[config.mk]
export PLATFORM = sky130hd
export DESIGN_NAME = scanline_packer
export DESIGN_NICKNAME = d
export VERILOG_FILES = /design/src/rtl/scan_pkg.sv /design/src/rtl/pix_fifo.sv /design/src/rtl/scanline_packer.sv
export SDC_FILE = /design/constraint.sdc
export NUM_CORES = 1
export LEC_CHECK = 0
export BUFFER_PORTS_ARGS = -buffer_cell sky130_fd_sc_hd__clkbuf_2
export CORE_MARGIN = 8
export CORE_UTILIZATION = 45
export CTS_CLUSTER_SIZE = 40
export DETAILED_ROUTE_END_ITERATION = 6
export MAX_ROUTING_LAYER = met4
export PLACE_DENSITY_LB_ADDON = 0.12
export SLEW_MARGIN = 10
export SYNTH_ARGS = -nofsm -noshare
export SYNTH_HDL_FRONTEND = slang
export SYNTH_SLANG_ARGS = --single-unit
[constraint.sdc]
create_clock -name clk -period 6.65 [get_ports clk]
set_input_delay 0 -clock clk [delete_from_list [all_inputs] [get_ports clk]]
set_output_delay 0 -clock clk [all_outputs]
set_load 0.01 [all_outputs]
[src/rtl/scan_pkg.sv]
// Shared widths, FIFO word layout and default log-to-grey mapping constants
// for the scanline packer.
package scan_pkg;

  localparam int LOG_W = 23;
  localparam int PIX_W = 8;

  localparam logic [LOG_W-1:0] DEF_FLOOR = 23'h100000;
  localparam int               DEF_SHIFT = 13;

  typedef struct packed {
    logic             sof;
    logic             last;
    logic [PIX_W-1:0] pix;
  } pix_word_t;

  // Clamp a shifted log value into the grey-level range.
  function automatic logic [PIX_W-1:0] sat_pix(input logic [LOG_W-1:0] v);
    return (v > LOG_W'((1 << PIX_W) - 1)) ? '1 : v[PIX_W-1:0];
  endfunction

endpackage

[src/rtl/pix_fifo.sv]
// Synchronous FIFO with occupancy count; a write into an empty FIFO becomes
// visible on the head one cycle later.
module pix_fifo #(
  parameter int WIDTH = 10,
  parameter int DEPTH = 16
) (
  input  logic                     clk,
  input  logic                     reset,
  input  logic                     wr_en,
  input  logic [WIDTH-1:0]         wr_data,
  input  logic                     rd_en,
  output logic [WIDTH-1:0]         rd_data,
  output logic [$clog2(DEPTH):0]   count,
  output logic                     full,
  output logic                     empty
);

  localparam int AW = $clog2(DEPTH);
  localparam int CW = AW + 1;

  logic [WIDTH-1:0] mem [DEPTH];
  logic [AW-1:0]    wr_ptr;
  logic [AW-1:0]    rd_ptr;
  logic             do_wr;
  logic             do_rd;

  assign empty   = (count == '0);
  assign full    = (count == CW'(DEPTH));
  assign do_rd   = rd_en & ~empty;
  assign do_wr   = wr_en & (~full | do_rd);
  assign rd_data = mem[rd_ptr];

  always_ff @(posedge clk) begin
    if (!reset) begin
      wr_ptr <= '0;
      rd_ptr <= '0;
      count  <= '0;
    end else begin
      if (do_wr) wr_ptr <= wr_ptr + AW'(1);
      if (do_rd) rd_ptr <= rd_ptr + AW'(1);
      case ({do_wr, do_rd})
        2'b10:   count <= count + CW'(1);
        2'b01:   count <= count - CW'(1);
        default: count <= count;
      endcase
    end
  end

  always_ff @(posedge clk) begin
    if (do_wr) mem[wr_ptr] <= wr_data;
  end

endmodule

[src/rtl/scanline_packer.sv]
// Maps log-compressed samples to grey pixels, peak-decimates along range,
// tags scanline/frame boundaries and buffers pixels for a ready/valid sink.
module scanline_packer
  import scan_pkg::*;
#(
  parameter logic [LOG_W-1:0] FLOOR           = DEF_FLOOR,
  parameter int               SHIFT           = DEF_SHIFT,
  parameter int               DECIM_LOG2      = 2,
  parameter int               LINE_PIX        = 256,
  parameter int               LINES_PER_FRAME = 128,
  parameter int               FIFO_DEPTH      = 16
) (
  input  logic             clk,
  input  logic             reset,
  input  logic [5:0]       comp_int,
  input  logic [16:0]      comp_frac,
  input  logic             comp_valid,
  input  logic             line_start,
  output logic             in_ready,
  output logic [PIX_W-1:0] m_data,
  output logic             m_valid,
  input  logic             m_ready,
  output logic             m_last,
  output logic             m_sof,
  output logic             overflow,
  output logic             short_line
);

  localparam int PH_W  = (DECIM_LOG2 > 0) ? DECIM_LOG2 : 1;
  localparam int PX_W  = (LINE_PIX > 1) ? $clog2(LINE_PIX) : 1;
  localparam int LN_W  = (LINES_PER_FRAME > 1) ? $clog2(LINES_PER_FRAME) : 1;
  localparam int CNT_W = $clog2(FIFO_DEPTH) + 1;
  localparam int WRD_W = $bits(pix_word_t);

  localparam logic [PH_W-1:0]  PH_LAST   = PH_W'((1 << DECIM_LOG2) - 1);
  localparam logic [PX_W-1:0]  PX_LAST   = PX_W'(LINE_PIX - 1);
  localparam logic [LN_W-1:0]  LN_LAST   = LN_W'(LINES_PER_FRAME - 1);
  localparam logic [CNT_W-1:0] READY_MAX = CNT_W'(FIFO_DEPTH - 4);

  logic [LOG_W-1:0] x_in;
  logic             accept;

  logic             s1_valid;
  logic             s1_start;
  logic [LOG_W-1:0] s1_d;

  logic [PIX_W-1:0] max_q;
  logic [PH_W-1:0]  phase_q;
  logic [PX_W-1:0]  pix_q;
  logic [LN_W-1:0]  line_q;
  logic             wr_valid;
  pix_word_t        wr_word;

  logic [PIX_W-1:0] s2_pix, cur_max, new_max, max_d;
  logic [PH_W-1:0]  cur_phase, phase_d;
  logic [PX_W-1:0]  eff_pix, pix_d;
  logic [LN_W-1:0]  eff_line, line_d;
  logic             group_end, restart_short;
  pix_word_t        s2_word;

  logic [CNT_W-1:0] fifo_count;
  logic             fifo_full, fifo_empty, fifo_rd, fifo_wr;
  logic [WRD_W-1:0] fifo_head;
  logic [WRD_W-1:0] fifo_in;
  pix_word_t        head_word;

  assign x_in     = {comp_int, comp_frac};
  assign in_ready = (fifo_count <= READY_MAX);
  assign accept   = comp_valid & in_ready;

  always_ff @(posedge clk) begin
    if (!reset) begin
      s1_valid <= 1'b0;
      s1_start <= 1'b0;
      s1_d     <= '0;
      overflow <= 1'b0;
    end else begin
      s1_valid <= accept;
      s1_start <= accept & line_start;
      s1_d     <= (x_in > FLOOR) ? (x_in - FLOOR) : '0;
      if (comp_valid && !in_ready) overflow <= 1'b1;
    end
  end

  // A line_start sample opens a fresh group and pixel index; a partially
  // filled line is closed early by bumping the line index.
  always_comb begin
    s2_pix        = sat_pix(s1_d >> SHIFT);
    cur_max       = s1_start ? '0 : max_q;
    cur_phase     = s1_start ? '0 : phase_q;
    new_max       = (s2_pix > cur_max) ? s2_pix : cur_max;
    group_end     = s1_valid && (cur_phase == PH_LAST);
    restart_short = s1_valid && s1_start && (pix_q != '0);
    eff_pix       = (s1_valid && s1_start) ? '0 : pix_q;
    eff_line      = line_q;
    if (restart_short) eff_line = (line_q == LN_LAST) ? '0 : line_q + LN_W'(1);

    s2_word.sof  = (eff_line == '0) && (eff_pix == '0);
    s2_word.last = (eff_pix == PX_LAST);
    s2_word.pix  = new_max;

    max_d   = max_q;
    phase_d = phase_q;
    pix_d   = pix_q;
    line_d  = line_q;
    if (s1_valid) begin
      if (group_end) begin
        max_d   = '0;
        phase_d = '0;
        pix_d   = s2_word.last ? '0 : eff_pix + PX_W'(1);
        line_d  = eff_line;
        if (s2_word.last) line_d = (eff_line == LN_LAST) ? '0 : eff_line + LN_W'(1);
      end else begin
        max_d   = new_max;
        phase_d = cur_phase + PH_W'(1);
        pix_d   = eff_pix;
        line_d  = eff_line;
      end
    end
  end

  always_ff @(posedge clk) begin
    if (!reset) begin
      max_q      <= '0;
      phase_q    <= '0;
      pix_q      <= '0;
      line_q     <= '0;
      short_line <= 1'b0;
      wr_valid   <= 1'b0;
      wr_word    <= '0;
    end else begin
      max_q    <= max_d;
      phase_q  <= phase_d;
      pix_q    <= pix_d;
      line_q   <= line_d;
      wr_valid <= group_end;
      wr_word  <= s2_word;
      if (restart_short) short_line <= 1'b1;
    end
  end

  assign fifo_in   = wr_word;
  assign fifo_wr   = wr_valid & (~fifo_full | fifo_rd);
  assign fifo_rd   = ~fifo_empty & (~m_valid | m_ready);
  assign head_word = pix_word_t'(fifo_head);

  pix_fifo #(
    .WIDTH (WRD_W),
    .DEPTH (FIFO_DEPTH)
  ) u_fifo (
    .clk     (clk),
    .reset   (reset),
    .wr_en   (fifo_wr),
    .wr_data (fifo_in),
    .rd_en   (fifo_rd),
    .rd_data (fifo_head),
    .count   (fifo_count),
    .full    (fifo_full),
    .empty   (fifo_empty)
  );

  // Output register holds the current pixel stable until the sink takes it.
  always_ff @(posedge clk) begin
    if (!reset) begin
      m_valid <= 1'b0;
      m_data  <= '0;
      m_last  <= 1'b0;
      m_sof   <= 1'b0;
    end else if (fifo_rd) begin
      m_valid <= 1'b1;
      m_data  <= head_word.pix;
      m_last  <= head_word.last;
      m_sof   <= head_word.sof;
    end else if (m_ready) begin
      m_valid <= 1'b0;
    end
  end

endmodule

== Word level (Yosys, flattened, before mapping) ==
Memories as Yosys holds them, arrays and structs flattened. A register that Yosys moved wholly into a read port is not among the register bits.
Cells that the tools add are included.
Word-level totals
  memory bits (writable): 160
  register bits: 77
  input bits: 28
  output and inout bits: 14
  memories: 1
  word-level logic and storage cells: 83
Operators by class
  add/sub/neg operators: 9
  magnitude comparators: 4
  bitwise operators: 12
  equal/unequal tests: 7
  reductions and logical operators: 14
  multiplexer cells: 19
Memories
  u_fifo.mem: words 16, width 10, rd ports 1, clocked after Yosys merged registers in 1, write ports 1, RTL line pix_fifo.sv:21  | logic [WIDTH-1:0] mem [DEPTH];
Operators with widths (count)
  two-way mux 8 bit: 7
  two-way mux 7 bit: 5
  > comparator 23 x 21 -> 1 bit (second input constant): 1
  subtractor 23 x 21 -> 23 bit (second input constant): 1
  adder 7 x 1 -> 7 bit (second input constant): 2
  == test 7 bit (second input constant): 2
  > comparator 10 x 8 -> 1 bit (second input constant): 1
  case mux 5 bit (2 select lines): 1
  adder 4 x 1 -> 4 bit (second input constant): 2
  adder 8 x 1 -> 8 bit (second input constant): 1
  == test 8 bit (second input constant): 1
  > comparator 8 bit: 1
  logical NOT 8 bit: 1
  nonzero test 8 bit: 1
  logical NOT 7 bit: 1
  AND 1 bit: 6
  adder 5 x 1 -> 5 bit (second input constant): 1
  == test 5 bit (second input constant): 1
  <= comparator 5 x 4 -> 1 bit (second input constant): 1
  logical AND 1 bit: 5
  logical NOT 5 bit: 1
  subtractor 5 x 1 -> 5 bit (second input constant): 1
  == test 2 bit (second input constant): 2
  two-way mux 1 bit: 4
  other kinds (8): 15

== Logic depth before layout (Yosys ltp) ==
  depth in word-level cells: 8
  mapped depth: 15
  mapped depth without buffers: 14

== Modules after synthesis ==
A second synthesis with hierarchy kept.
Unflattened totals
  cell total of the unflattened synthesis: 711
  area, all modules: 10183.5 sq um
By module, submodules not included
  pix_fifo: cells an instance 371, area an instance 7083.0 sq um, times used 1, seq. area each 5144.9 sq um
  scanline_packer: cells an instance 340, area an instance 3100.5 sq um, times used 1, seq. area each 1221.2 sq um

== Worst setup path before layout ==
No wires, ideal clock.
  path kind: reg-to-reg
  start point: register s1_start
  end point: register line_q[0]
  setup slack: 3704 ps
  setup time: 128 ps
  cell stages (with the launch flop): 12
  path buffers: 2
  data arrival time: 2819 ps
  data required time: 6522 ps
  clock period less this slack: 2946 ps
  path through: dfxtp_1 > clkbuf_1 > clkbuf_1 > nor2b_1 > ha_1 > nand3_1 > nor4b_2 > nand2_1 > a311o_1 > or4b_4 > a22oi_2 > nor2_1
On the way
  cells in the longest elaborated chain, start to end: 7
  elaborated cells on any way between the ends: 13
  classes of those cells: add/sub (1); eq/ne (3); mux (6); reduce/logical (3)
Ends and longest elaborated chain
  from (decl): RTL line scanline_packer.sv:44  | logic s1_start;
  from (signal assigned): RTL line scanline_packer.sv:79  | s1_start <= accept & line_start;
  logical AND 1 bit: RTL line scanline_packer.sv:93, scanline_packer.sv:94
  logical AND 1 bit: RTL line scanline_packer.sv:93  | restart_short = s1_valid && s1_start && (pix_q != '0);
  two-way mux 7 bit: RTL line scanline_packer.sv:96  | if (restart_short) eff_line = (line_q == LN_LAST) ? '0 : line_q + LN_W'(1);
  adder 7 x 1 -> 7 bit / == test 7 bit (equally long branches): RTL line scanline_packer.sv:112  | if (s2_word.last) line_d = (eff_line == LN_LAST) ? '0 : eff_line + LN_W'(1);
  two-way mux 7 bit (2 in a row): RTL line scanline_packer.sv:112
  two-way mux 7 bit *: RTL line scanline_packer.sv:107  | if (group_end) begin
  to (signal assigned): RTL line scanline_packer.sv:135  | line_q <= line_d;
  to (decl): RTL line scanline_packer.sv:50  | logic [LN_W-1:0] line_q;
Every way passes the cells marked *; elsewhere a longest branch is shown, timed or not.
A chain may end at the register's enable or synchronous reset.

== Worst setup path in the final report ==
  start point: register u_fifo.count[0]
  end point: register u_fifo.count[4]
On the way
  cells in the longest elaborated chain, start to end: 8
  elaborated cells on any way between the ends: 16
  classes of those cells: add/sub (2); eq/ne (3); mux (1); bitwise (8); reduce/logical (2)
Ends and longest elaborated chain
  from (decl): RTL line pix_fifo.sv:13  | output logic [$clog2(DEPTH):0] count,
  from (signal assigned): RTL line pix_fifo.sv:42  | 2'b10: count <= count + CW'(1);
  from (signal assigned): RTL line pix_fifo.sv:43  | 2'b01: count <= count - CW'(1);
  from (signal assigned): RTL line pix_fifo.sv:44  | default: count <= count;
  logical NOT 5 bit: RTL line pix_fifo.sv:27  | assign empty = (count == '0);
  inverter 1 bit: RTL line pix_fifo.sv:29, scanline_packer.sv:144
  AND 1 bit: RTL line scanline_packer.sv:144  | assign fifo_rd = ~fifo_empty & (~m_valid | m_ready);
  OR 1 bit / AND 1 bit (equally long branches): RTL line scanline_packer.sv:143, pix_fifo.sv:29
  AND 1 bit / OR 1 bit (equally long branches): RTL line scanline_packer.sv:143, pix_fifo.sv:30
  AND 1 bit: RTL line pix_fifo.sv:30  | assign do_wr = wr_en & (~full | do_rd);
  == test 2 x 1 -> 1 bit / == test 2 bit (equally long branches): RTL line pix_fifo.sv:41  | case ({do_wr, do_rd})
  case mux 5 bit (2 select lines) / nonzero test 2 bit (equally long branches)
Several ways; a longest one is shown, not always the timed one.

==> results.py <==
metrics = {
    "outcome": {
        "outcome": "completed",
    },
    "global_routing": {
        "grt_pass1_wl_um": 33400,
        "overflow": 0,
        "grt_pass1_vias": 5915,
        "grt.busiest_layer": "met2",
        "use_met1_pct": 23.1,
        "grt_start_max_net_pins": 49,
        "grt_antenna_before_repair": 0,
        "grtUsageMet3_pct": 2.16,
        "grt_use_total_pct": 16.7,
        "met2_usage_pct": 25.9,
    },
    "pwr": {
        "peakVddDrop_v": 0.000193,
        "switching_power_w": 0.00103,
        "p_leak_nw": 3.97,
        "power_density_nw_per_um2": 349,
        "power.share.sequential_pct": 43.7,
        "combinationalPowerShare_pct": 20.1,
        "internal_power_w": 0.00291,
        "p_clk_share_pct": 36.2,
        "swShare_pct": 26.2,
    },
    "drt": {
        "firstDrtPassIters": 5,
        "vias": 5720,
        "drt-initial-drc-count": 353,
        "avgViaCountPerCell": 5.50,
        "ant_nets": 0,
        "drcViolationCount": 0,
        "routedWlPerCell_um": 20.0,
        "drt-total-wl_um": 20800,
    },
    "logic_synthesis": {
        "yosys.area.top_type": "edfxtp_1",
        "synth_cells": 676,
        "yosysMostFrequentCell": "edfxtp_1",
        "async_flop_share_pct": 0,
        "synth-edff-count": 160,
        "yosysWarnings": 0,
        "syn_nets": 730,
        "netlist.area_leader.share_pct": 49.4,
        "synth_commonest_cells": "160 x edfxtp_1, 74 x dfxtp_1, 64 x nor2_1",
        "syn_avg_cell_area_sq_um": 14.4,
        "yosysUniqueCellTypes": 53,
        "yosysSeqAreaShare_pct": 64.6,
        "ys.flop_type": "edfxtp_1",
        "ys_ff_latch": 234,
        "ys_top_cells_by_area": "edfxtp_1 49%, dfxtp_1 15%, mux4_2 12%",
        "syn_area_sq_um": 9730,
    },
    "clock_network": {
        "path_clk_slew_ns": 0.06,
        "insertion_delay_ns": 0.51,
        "cts_tree": "built",
        "cts.sink_count": 234,
        "h-tree-depth": 1,
        "post_cts_resized": 0,
        "cts_hold_buf": 15,
        "cts_buffers": 25,
        "clk_path_buf_depth": 3,
        "cts_setup_buffers": 0,
        "cts-root-buf": "clkbuf_16",
    },
    "floorplan": {
        "pin_count": 42,
        "die-width_um": 163,
        "die_height_um": 163,
        "die_area_sq_um": 26600,
        "coreArea_sq_um": 21200,
        "rows": 53,
        "start_util_pct": 46.0,
    },
    "hold_path": {
        "whs_path_depth": 4,
        "min_path_type": "input pin to flop",
        "hp-start": "m_ready",
    },
    "sta": {
        "tightest_slew_ns": 1.14,
        "hold_viol_final": 0,
        "setup_ws_ns": 3.40,
        "grt_setup_unrepaired": "false",
        "fin_skew_ns": 0.0116,
        "final.period_utilization_pct": 48.9,
        "fin_crit_ns": 3.25,
        "setup_tns_ns": 0,
        "slew_viol_final": 0,
        "setup_violations": 0,
        "max_freq_mhz": 308,
        "relSlewSlack_pct": 24.0,
    },
    "final_layout": {
        "drive_gt1_share_pct": 21.3,
        "stdcell_count": 1040,
        "final_nets": 800,
        "diodes": 0,
        "nFillCells": 1723,
        "finalInstanceArea_sq_um": 11300,
        "regArea_sq_um": 6290,
        "area_growth_pct": 16.2,
        "multiInputGateArea_sq_um": 3220,
    },
    "worst_setup_path": {
        "cp-startpoint": "u_fifo.count[0]$_SDFFE_PN0P_",
        "startpoint_type": "flop",
        "crit_path_end_kind": "flop",
        "critPathMaxFanout": 15,
        "critical_path_required_ns": 7.09,
        "path_class": "flop to flop",
        "cp.arrival_ns": 3.69,
        "reg2reg_depth": 14,
        "crit-reg2reg-launch": "u_fifo.count[0]$_SDFFE_PN0P_",
    },
    "placement": {
        "placed_cell_area_sq_um": 10300,
        "dp.cells": 979,
        "place_congestion": 0.863,
        "port_buffers": 41,
        "hpwl_um": 13900,
        "post-place-ws_ns": 3.41,
    },
    "run": {
        "drv_cap": 0,
    },
}
-- cells in the final DEF, fill, tap and decap left out, types with 9 or more instances in the layout --
master,n
nor2b_1,10
nand2_1,43
clkbuf_2,41
dlygate4sd3_1,15
ha_1,25
o21ai_0,13
nand2b_1,12
inv_1,28
nand3_1,9
and2_1,12
nor2_1,64
nor3_1,11
edfxtp_1,160
dfxtp_1,72
xor2_1,11
a21oi_1,33
nor4_1,9
clkbuf_16,25
buf_4,17
mux4_2,50
clkbuf_1,9
-- cell families (layout without fill, tap and decap cells) --
family	after synthesis	count (layout)	share of synthesized area, %
flip-flops	234	234	64.6
AND/OR/NAND/NOR	204	204	10.5
AO/OA/AOI/OAI	77	77	5.00
multiplexers	60	60	12.7
buffers and inverters	58	147	2.28
adder cells (fa/ha/maj)	26	26	3.42
XOR/XNOR	17	17	1.53
-- worst paths after layout --
| path | endpoint | slack, ns |
|---|---|---|
| worst max-delay path | u_fifo.count[4]$_SDFFE_PN0P_ | 3.40 |
| worst min-delay path | m_valid$_SDFFE_PN0P_ | 0.09 |
| worst max register to register | u_fifo.count[4]$_SDFFE_PN0P_ | 3.40 |
| worst min register to register | phase_q[1]$_SDFFE_PN0P_ | 0.46 |
-- power by group through the flow --
stage / Sequential, W / Combinational, W / Clock, W
floorplan: 0.00173 / 0.000580 / 0
global placement: 0.00175 / 0.000784 / 0
detailed placement: 0.00176 / 0.000801 / 0
CTS: 0.00173 / 0.000810 / 0.00146
global route: 0.00174 / 0.000880 / 0.00152
finish: 0.00172 / 0.000793 / 0.00143
-- registers in the layout, summed over array words and instances (netlist names), 2 cells and up --
signal,count
u_fifo.mem,160
fifo_in,10
s1_d,10
m_data,8
max_q,8
pix_q,8
line_q,7
u_fifo.count,5
u_fifo.rd_ptr,4
u_fifo.wr_ptr,4
phase_q,2
-- routing by layer --
layer  vias to the layer above  part of all wire (%)  wire length, um
li1                       2684                     -                -
met1                      2867                    47             9740
met2                       141                    47             9770
met3                        28                   4.6              956
met4                         0                   1.9              388
met5                         -                     0                0
-- worst max-delay path: stages (launching register included) --
cell and delay (ns):
dfxtp_1 0.34, or2_2 0.31, or3_1 0.35, nor2_1 0.09
or2_2 0.24, inv_1 0.25, ha_1 0.34, inv_1 0.12
fa_1 0.22, inv_1 0.05, a21o_1 0.17, a21oi_1 0.17
xnor2_1 0.09, or3_1 0.30, a21oi_1 0.14
-- area by class of cell --
class | instances | area share (%)
flip-flops and latches | 234 | 55.7
repair buffers | 73 | 4.27
multi-input cells | 384 | 28.5
clock inverters | 8 | 1.27
well taps | 275 | 3.05
inverters | 28 | 0.930
clock buffers | 38 | 6.32
-- stage by stage --
stage | util, % | hold WS (ns) | total power [W]
finish | 53.4 | 0.0932 | 0.00395
global route | 53.4 | 0.133 | 0.00414
CTS | 53.4 | 0.0997 | 0.00400
detailed placement | 48.6 | 0.218 | 0.00256
global placement | 48.6 | 0.206 | 0.00253
floorplan | - | 0.122 | 0.00231
Power figures use the tool's default switching activity.
